<file path="config.mk">
export PLATFORM = sky130hd
export DESIGN_NAME = prefix_token_tx
export DESIGN_NICKNAME = d
export VERILOG_FILES = /design/src/rtl/prefix_token_tx.sv
export SDC_FILE = /design/constraint.sdc
export NUM_CORES = 1
export LEC_CHECK = 0
export BUFFER_PORTS_ARGS = -buffer_cell sky130_fd_sc_hd__buf_2
export CORE_MARGIN = 3
export CORE_UTILIZATION = 40
export DETAILED_ROUTE_END_ITERATION = 8
export PLACE_DENSITY = 0.6
export SLEW_MARGIN = 5
export SYNTH_ARGS = -nofsm -noshare
export SYNTH_HDL_FRONTEND = slang
export SYNTH_SLANG_ARGS = --single-unit
</file>
<file path="constraint.sdc">
create_clock -name clk -period 3.45 [get_ports clk]
set_input_delay 0.69 -clock clk [delete_from_list [all_inputs] [get_ports clk]]
set_output_delay 0.69 -clock clk [all_outputs]
set_load 0.1 [all_outputs]
</file>
<file path="src/rtl/prefix_token_tx.sv">
// +----------------------------------------------------------------------------+
// | Module      : prefix_token_tx                                              |
// | Description : Captures a 19-token infix expression (10 operands, 9 binary  |
// |               operators), converts it to prefix order with a reverse-scan  |
// |               shunting-yard operator stack, and streams the prefix tokens  |
// |               to the evaluator as 19 consecutive valid cycles.             |
// | Ports       : clk, rst_n (async, active-low)                               |
// |               in_valid/in_data  - infix token stream, one per cycle        |
// |               busy              - high outside IDLE, in_valid ignored      |
// |               out_valid/out_data- prefix token stream                      |
// |               out_opt           - evaluator mode bit, always 0 (prefix)    |
// | Revision    : 1.0 - initial release                                        |
// +----------------------------------------------------------------------------+
`timescale 1ns/1ps
`default_nettype none

module prefix_token_tx #(
  parameter int N_TOK = 19,
  parameter int TOK_W = 5
) (
  input  logic             clk,
  input  logic             rst_n,
  input  logic             in_valid,
  input  logic [TOK_W-1:0] in_data,
  output logic             busy,
  output logic             out_valid,
  output logic             out_opt,
  output logic [TOK_W-1:0] out_data
);

  localparam int C_N_OPS    = (N_TOK - 1) / 2;     // also the stack depth
  localparam int C_CONV_CYC = N_TOK + C_N_OPS;     // scans + pops
  localparam int C_IW       = $clog2(N_TOK + 1);
  localparam int C_SW       = $clog2(C_N_OPS + 1);
  localparam int C_CW       = $clog2(C_CONV_CYC + 1);

  typedef enum logic [1:0] {
    S_IDLE = 2'd0,
    S_LOAD = 2'd1,
    S_CONV = 2'd2,
    S_OUT  = 2'd3
  } state_t;

  state_t r_state, w_state_nxt;

  logic [TOK_W-1:0] r_in_buf  [N_TOK];
  logic [TOK_W-1:0] r_out_buf [N_TOK];
  logic [TOK_W-2:0] r_stk     [C_N_OPS];
  logic [C_IW-1:0]  r_ld_cnt;    // tokens captured so far
  logic [C_IW-1:0]  r_scan_rem;  // tokens still to scan; next is in_buf[rem-1]
  logic [C_IW-1:0]  r_wr_rem;    // out_buf slots still free; next is [rem-1]
  logic [C_SW-1:0]  r_sp;        // stack occupancy
  logic [C_CW-1:0]  r_cyc;       // conversion cycles elapsed
  logic [C_IW-1:0]  r_out_idx;

  function automatic logic f_is_hi(input logic [TOK_W-2:0] code);
    return (code == (TOK_W-1)'(2)) || (code == (TOK_W-1)'(3));
  endfunction

  // Conversion datapath decode
  logic [C_IW-1:0]  w_scan_idx, w_wr_idx;
  logic [TOK_W-1:0] w_tok, w_wr_tok;
  logic [TOK_W-2:0] w_top;
  logic             w_scan_done, w_stk_empty, w_stk_full, w_conv_end;
  logic             w_do_pop, w_do_push, w_do_opnd, w_wr_en;

  assign w_scan_idx  = r_scan_rem - 1'b1;
  assign w_wr_idx    = r_wr_rem - 1'b1;
  assign w_scan_done = (r_scan_rem == '0);
  assign w_stk_empty = (r_sp == '0);
  assign w_stk_full  = (r_sp == C_SW'(C_N_OPS));
  assign w_conv_end  = (r_cyc == C_CW'(C_CONV_CYC));
  assign w_tok       = w_scan_done ? '0 : r_in_buf[w_scan_idx];
  assign w_top       = w_stk_empty ? '0 : r_stk[r_sp - 1'b1];

  // Pop when draining after the scan, or when the stack top binds strictly
  // tighter than the incoming operator; equal precedence stays stacked,
  // which yields left-associativity for a right-to-left scan.
  assign w_do_pop  = (r_state == S_CONV) && !w_conv_end && !w_stk_empty &&
                     (w_scan_done ||
                      (w_tok[TOK_W-1] && f_is_hi(w_top) && !f_is_hi(w_tok[TOK_W-2:0])));
  assign w_do_push = (r_state == S_CONV) && !w_conv_end && !w_scan_done &&
                     w_tok[TOK_W-1] && !w_do_pop;
  assign w_do_opnd = (r_state == S_CONV) && !w_conv_end && !w_scan_done &&
                     !w_tok[TOK_W-1];
  // Malformed input can ask for more writes than slots; extra writes drop.
  assign w_wr_en   = (w_do_pop || w_do_opnd) && (r_wr_rem != '0);
  assign w_wr_tok  = w_do_pop ? {1'b1, w_top} : w_tok;

  // FSM state register
  always_ff @(posedge clk or negedge rst_n) begin
    if (!rst_n) r_state <= S_IDLE;
    else        r_state <= w_state_nxt;
  end

  // FSM next state and next output values
  logic             w_busy_nxt, w_ov_nxt;
  logic [TOK_W-1:0] w_od_nxt;

  always_comb begin
    w_state_nxt = r_state;
    w_ov_nxt    = 1'b0;
    w_od_nxt    = '0;
    case (r_state)
      S_IDLE: if (in_valid) w_state_nxt = S_LOAD;
      S_LOAD: begin
        if (!in_valid)                            w_state_nxt = S_IDLE;
        else if (r_ld_cnt == C_IW'(N_TOK - 1))    w_state_nxt = S_CONV;
      end
      S_CONV: if (w_conv_end) w_state_nxt = S_OUT;
      S_OUT: begin
        if (r_out_idx == C_IW'(N_TOK)) begin
          w_state_nxt = S_IDLE;
        end else begin
          w_ov_nxt = 1'b1;
          w_od_nxt = r_out_buf[r_out_idx];
        end
      end
      default: w_state_nxt = S_IDLE;
    endcase
    w_busy_nxt = (w_state_nxt != S_IDLE);
  end

  // Buffers, stack and counters
  always_ff @(posedge clk or negedge rst_n) begin
    if (!rst_n) begin
      for (int i = 0; i < N_TOK; i++) begin
        r_in_buf[i]  <= '0;
        r_out_buf[i] <= '0;
      end
      for (int i = 0; i < C_N_OPS; i++) r_stk[i] <= '0;
      r_ld_cnt   <= '0;
      r_scan_rem <= '0;
      r_wr_rem   <= '0;
      r_sp       <= '0;
      r_cyc      <= '0;
      r_out_idx  <= '0;
    end else begin
      case (r_state)
        S_IDLE: begin
          if (in_valid) begin
            r_in_buf[0] <= in_data;
            r_ld_cnt    <= C_IW'(1);
          end
        end
        S_LOAD: begin
          if (in_valid) begin
            r_in_buf[r_ld_cnt] <= in_data;
            r_ld_cnt           <= r_ld_cnt + 1'b1;
          end
          // Arm the converter; only meaningful when LOAD completes.
          r_scan_rem <= C_IW'(N_TOK);
          r_wr_rem   <= C_IW'(N_TOK);
          r_sp       <= '0;
          r_cyc      <= '0;
        end
        S_CONV: begin
          if (!w_conv_end) r_cyc <= r_cyc + 1'b1;
          if (w_do_opnd || w_do_push) r_scan_rem <= r_scan_rem - 1'b1;
          if (w_do_push && !w_stk_full) begin
            r_stk[r_sp] <= w_tok[TOK_W-2:0];
            r_sp        <= r_sp + 1'b1;
          end
          if (w_do_pop) r_sp <= r_sp - 1'b1;
          if (w_wr_en) begin
            r_out_buf[w_wr_idx] <= w_wr_tok;
            r_wr_rem            <= r_wr_rem - 1'b1;
          end
          r_out_idx <= '0;
        end
        S_OUT: begin
          if (r_out_idx != C_IW'(N_TOK)) r_out_idx <= r_out_idx + 1'b1;
        end
        default: ;
      endcase
    end
  end

  // Registered outputs
  always_ff @(posedge clk or negedge rst_n) begin
    if (!rst_n) begin
      busy      <= 1'b0;
      out_valid <= 1'b0;
      out_opt   <= 1'b0;
      out_data  <= '0;
    end else begin
      busy      <= w_busy_nxt;
      out_valid <= w_ov_nxt;
      out_opt   <= 1'b0;
      out_data  <= w_od_nxt;
    end
  end

endmodule

`default_nettype wire

</file>
==> results by group <==
Final layout
  – Commonest non-fill, non-tap cell in the layout: dfrtp_1
  – Multi-input logic area: between 6000 and 7000 um2
  – # diodes: 0
  – Reg area: between 6000 and 7000 um2
  – Fin util: between 40 and 50%
  – Commonest cells after routing, fill and taps aside: dfrtp_1 (262), mux2_2 (181), mux4_2 (52)
  – Nets@finish: around 1100
  – Area Overhead vs Synth: 17.8%
  – Post-layout instance area: between 15000 and 20000 um2
  – Layout cell share with drive strength beyond 1: between 40 and 50%
  – Fillers: between 2000 and 3000

Floorplan
  – Row count: 65
  – Starting density of the core: around two fifths
  – DIE HEIGHT: 187 um
  – Io pins: 16
  – Die ar.: 35100 um2
  – Core area: around 32000 um2
  – Die X: approximately 190 um

Setup path
  – Worst flop-to-flop path startpoint: r_scan_rem[0]
  – Crit. End Element: flop
  – First element of the critical path: r_scan_rem[0]
  – CP Launch Type: flop
  – CP arrival: around 3.9 ns
  – Worst path slowest cell: mux4_2
  – Crit-path cells: inv_8 > ha_4 > xor2_4 > buf_6 > mux4_2 > mux2i_1 > buf_4 > o221ai_2 > or3b_4 > o2bb2ai_4 > nand4_1 > buf_12 > mux2_4
  – Top Family by Delay on Critical Path: multiplexers
  – Crit path required time: between 3 and 4 ns
  – Critical path fanouts, max: 7
  – CP Class: flop to flop
  – FF-to-FF End: r_out_buf[14]
  – FF-to-FF path depth: 13
  – Critical path buffer and inverter count: 4
  – R2r setup slk: 0.03 ns
  – Slowest Stage Delay on Critical Path: 0.49 ns

Timing
  – Slew margin rel.: a little under a third
  – Setup Viol. Count Final: 0
  – Fin crit period: roughly 3.4 ns
  – Fmax: roughly 290 MHz
  – Clk_skew: approximately 0.013 ns
  – Worst setup margin: 0.0250 ns
  – Final Hold Fails: 0
  – Max Slew Vio Count: 0
  – Final period utilization: slightly below 100%
  – RSZ-0062 raised after global routing: true
  – Least-Margin Pin Slew: just over 1 ns

GRT
  – Global-route wire length before repair: between 40 and 50 mm
  – Initial antenna violation count: 0
  – GRT Util Overall: between 10% and 20%
  – Met3 Usage GRT: under 10%
  – Met2 usage: between 20% and 30%
  – Largest net degree at the start of global routing: 79
  – GR peak layer: met2
  – Vias in the first global route: ~8500
  – Met1 usage: 23.2%
  – Grt total ovfl: 0

Pwr
  – Int Power: 5490 uW
  – Leakage: about 0.0072 uW
  – Total net switching power: between 1500 and 2000 uW
  – Worst vdd ir: approximately 0.44 mV
  – Sw frac: 25.1%
  – Seq pwr share: 47.6%
  – PwrDens: 473 nW/um2
  – Combinational group share of total power: between 10 and 15%
  – Clock group share of total power: about two fifths

Clock tree
  – CTS Buf Count: 29
  – Htree depth: 1
  – Worst-path clk slew: ~0.06 ns
  – CTS tree: yes
  – Maximum root-to-sink buffer count: 3
  – CTS Hold Bufs: 0
  – CTS Root Buffer Type: clkbuf_16
  – Sink Count: approximately 260
  – Skew-Pair Late Insertion Delay: 0.55 ns

Place
  – Area after DPL: approximately 14000 um2
  – Hpwl dp: 20.0 mm
  – Port bufs: 14
  – Pre-CTS WS: -0.0725 ns
  – Final GP Congestion: approximately 0.81

Routing
  – Vias per cell: roughly 5.5
  – Drt pass-1 iters: 5
  – Detailed Route WL: 29.5 mm
  – Post-route ant nets: 0
  – Drt initial violations: around 380
  – Via count of the routed design: around 8200
  – Wire per inst: between 15 and 20 um
  – DRC Markers: 0

Status
  – Status: finished, final reports clean

Yosys
  – EDFF count, synth: 0
  – Seq/Total Area, Yosys: 50.2%
  – Syn avg cell area: about 13 um2
  – YS warnings: 0
  – Cells after Synth: about 980
  – Async S/R FF share, synth: 100%
  – Library cells used by synthesis: 69
  – Post-Syn Area: 13200 um2
  – FF+latch count, synth: about 260
  – Commonest register cell after synthesis: dfrtp_1
  – Syn_nets: between 1000 and 1500

Flow run
  – Number of max-cap violations: 0

Worst hold path
  – Hold WC Path Type: primary input to asynchronous set/reset pin
==> power by group through the flow <==
stage,sequential [uW],clock [uW],combinational [uW]
2_1_floorplan,3530,0,571
3_3_place_gp,3540,0,807
3_5_place_dp,3540,0,824
4_1_cts,3490,3100,829
5_1_grt,3520,3230,907
6_report,3490,3020,825
==> cells by family (layout without fill, tap and decap cells) <==
| logic type | after synthesis | count (layout) | synth area share [%] |
|---|---|---|---|
| flops | 264 | 264 | 50.2 |
| fa+ha+maj | 22 | 22 | 2.09 |
| simple gates | 197 | 197 | 8.17 |
| other cells | 1 | 1 | 0.0285 |
| xor+xnor | 10 | 10 | 0.808 |
| buf+inv | 81 | 150 | 2.96 |
| mux | 303 | 303 | 30.2 |
| compound gates | 103 | 104 | 5.58 |
==> area by class of cell <==
| class | count | share of cell area (%) |
|---|---|---|
| multi-input combinational | 637 | 42.4 |
| clock inverter | 15 | 0.880 |
| sequential | 264 | 42.6 |
| clock buffer | 37 | 5.07 |
| inverter | 19 | 0.508 |
| tap | 435 | 3.51 |
| timing repair buffer | 79 | 5.00 |
==> cell usage after synthesis, types with 6 or more instances <==
master    instances  share of area [%]
dfrtp_1         264                 50
mux2_2          231                 20
mux4_2           52                8.9
nand2_1          51                1.5
nor2_1           34               0.97
clkbuf_1         29               0.83
a21oi_1          23               0.87
o21ai_0          23               0.87
ha_1             22                2.1
nand3_1          21               0.80
mux2i_1          20                1.5
inv_1            18               0.51
buf_2            14               0.53
nor2b_1          12               0.57
and3_1            9               0.43
nand4_1           9               0.43
buf_1             8               0.23
nand3_2           8               0.61
nor3_1            8               0.30
buf_6             7               0.60
nand2b_1          7               0.33
o31ai_1           7               0.40
a31oi_1           6               0.29
and2_1            6               0.29
nand4_2           6               0.57
or3_1             6               0.29
==> state kept, by name, summed over array words and instances, names as in the netlist <==
| register | flops |
|---|---|
| r_cyc | 5 |
| r_sp | 4 |
| busy | 1 |
| r_stk | 36 |
| out_valid | 1 |
| r_scan_rem | 5 |
| r_out_idx | 5 |
| r_ld_cnt | 5 |
| r_out_buf | 95 |
| r_state | 2 |
| out_data | 5 |
| r_wr_rem | 5 |
| r_in_buf | 95 |
==> timing repair <==
action / in CTS / in global routing
gates cloned: 0 / 1
setup buffers: 1 / 6
endpoints found under the setup margin: 115 / 115
hold endpoints to repair: 0 / 0
gates resized for setup: 3 / 34
pin swaps: 0 / 6
==> routing by layer <==
metal / vias up / routed length, um / share of wire [%]
li1: 3719 / - / -
met1: 4255 / 13500 / 46
met2: 156 / 14000 / 47
met3: 52 / 1060 / 3.6
met4: 0 / 978 / 3.3
met5: - / 0 / 0
==> worst max-delay path by stage <==
stage | endpoint | depth (start not counted)
3_3_place_gp | r_out_buf[20] | 10
2_1_floorplan | r_out_buf[80] | 16
4_1_cts | r_out_buf[78] | 13
6_report | r_out_buf[14] | 13
5_1_grt | r_out_buf[8] | 13
3_5_place_dp | r_out_buf[25] | 12
==> through the flow <==
step	hold slack [ns]	setup TNS, ns	power, uW	cells
final	0.118	0	7330	1486
after floorplan	0.394	-9.44	4100	981
after detailed placement	0.486	-4.75	4370	1426
after global placement	0.482	-3.93	4350	1426
after global routing	0.150	-2.26	7650	1486
after CTS	0.141	0	7420	1479
No activity file was read; power rests on OpenSTA's default activity.
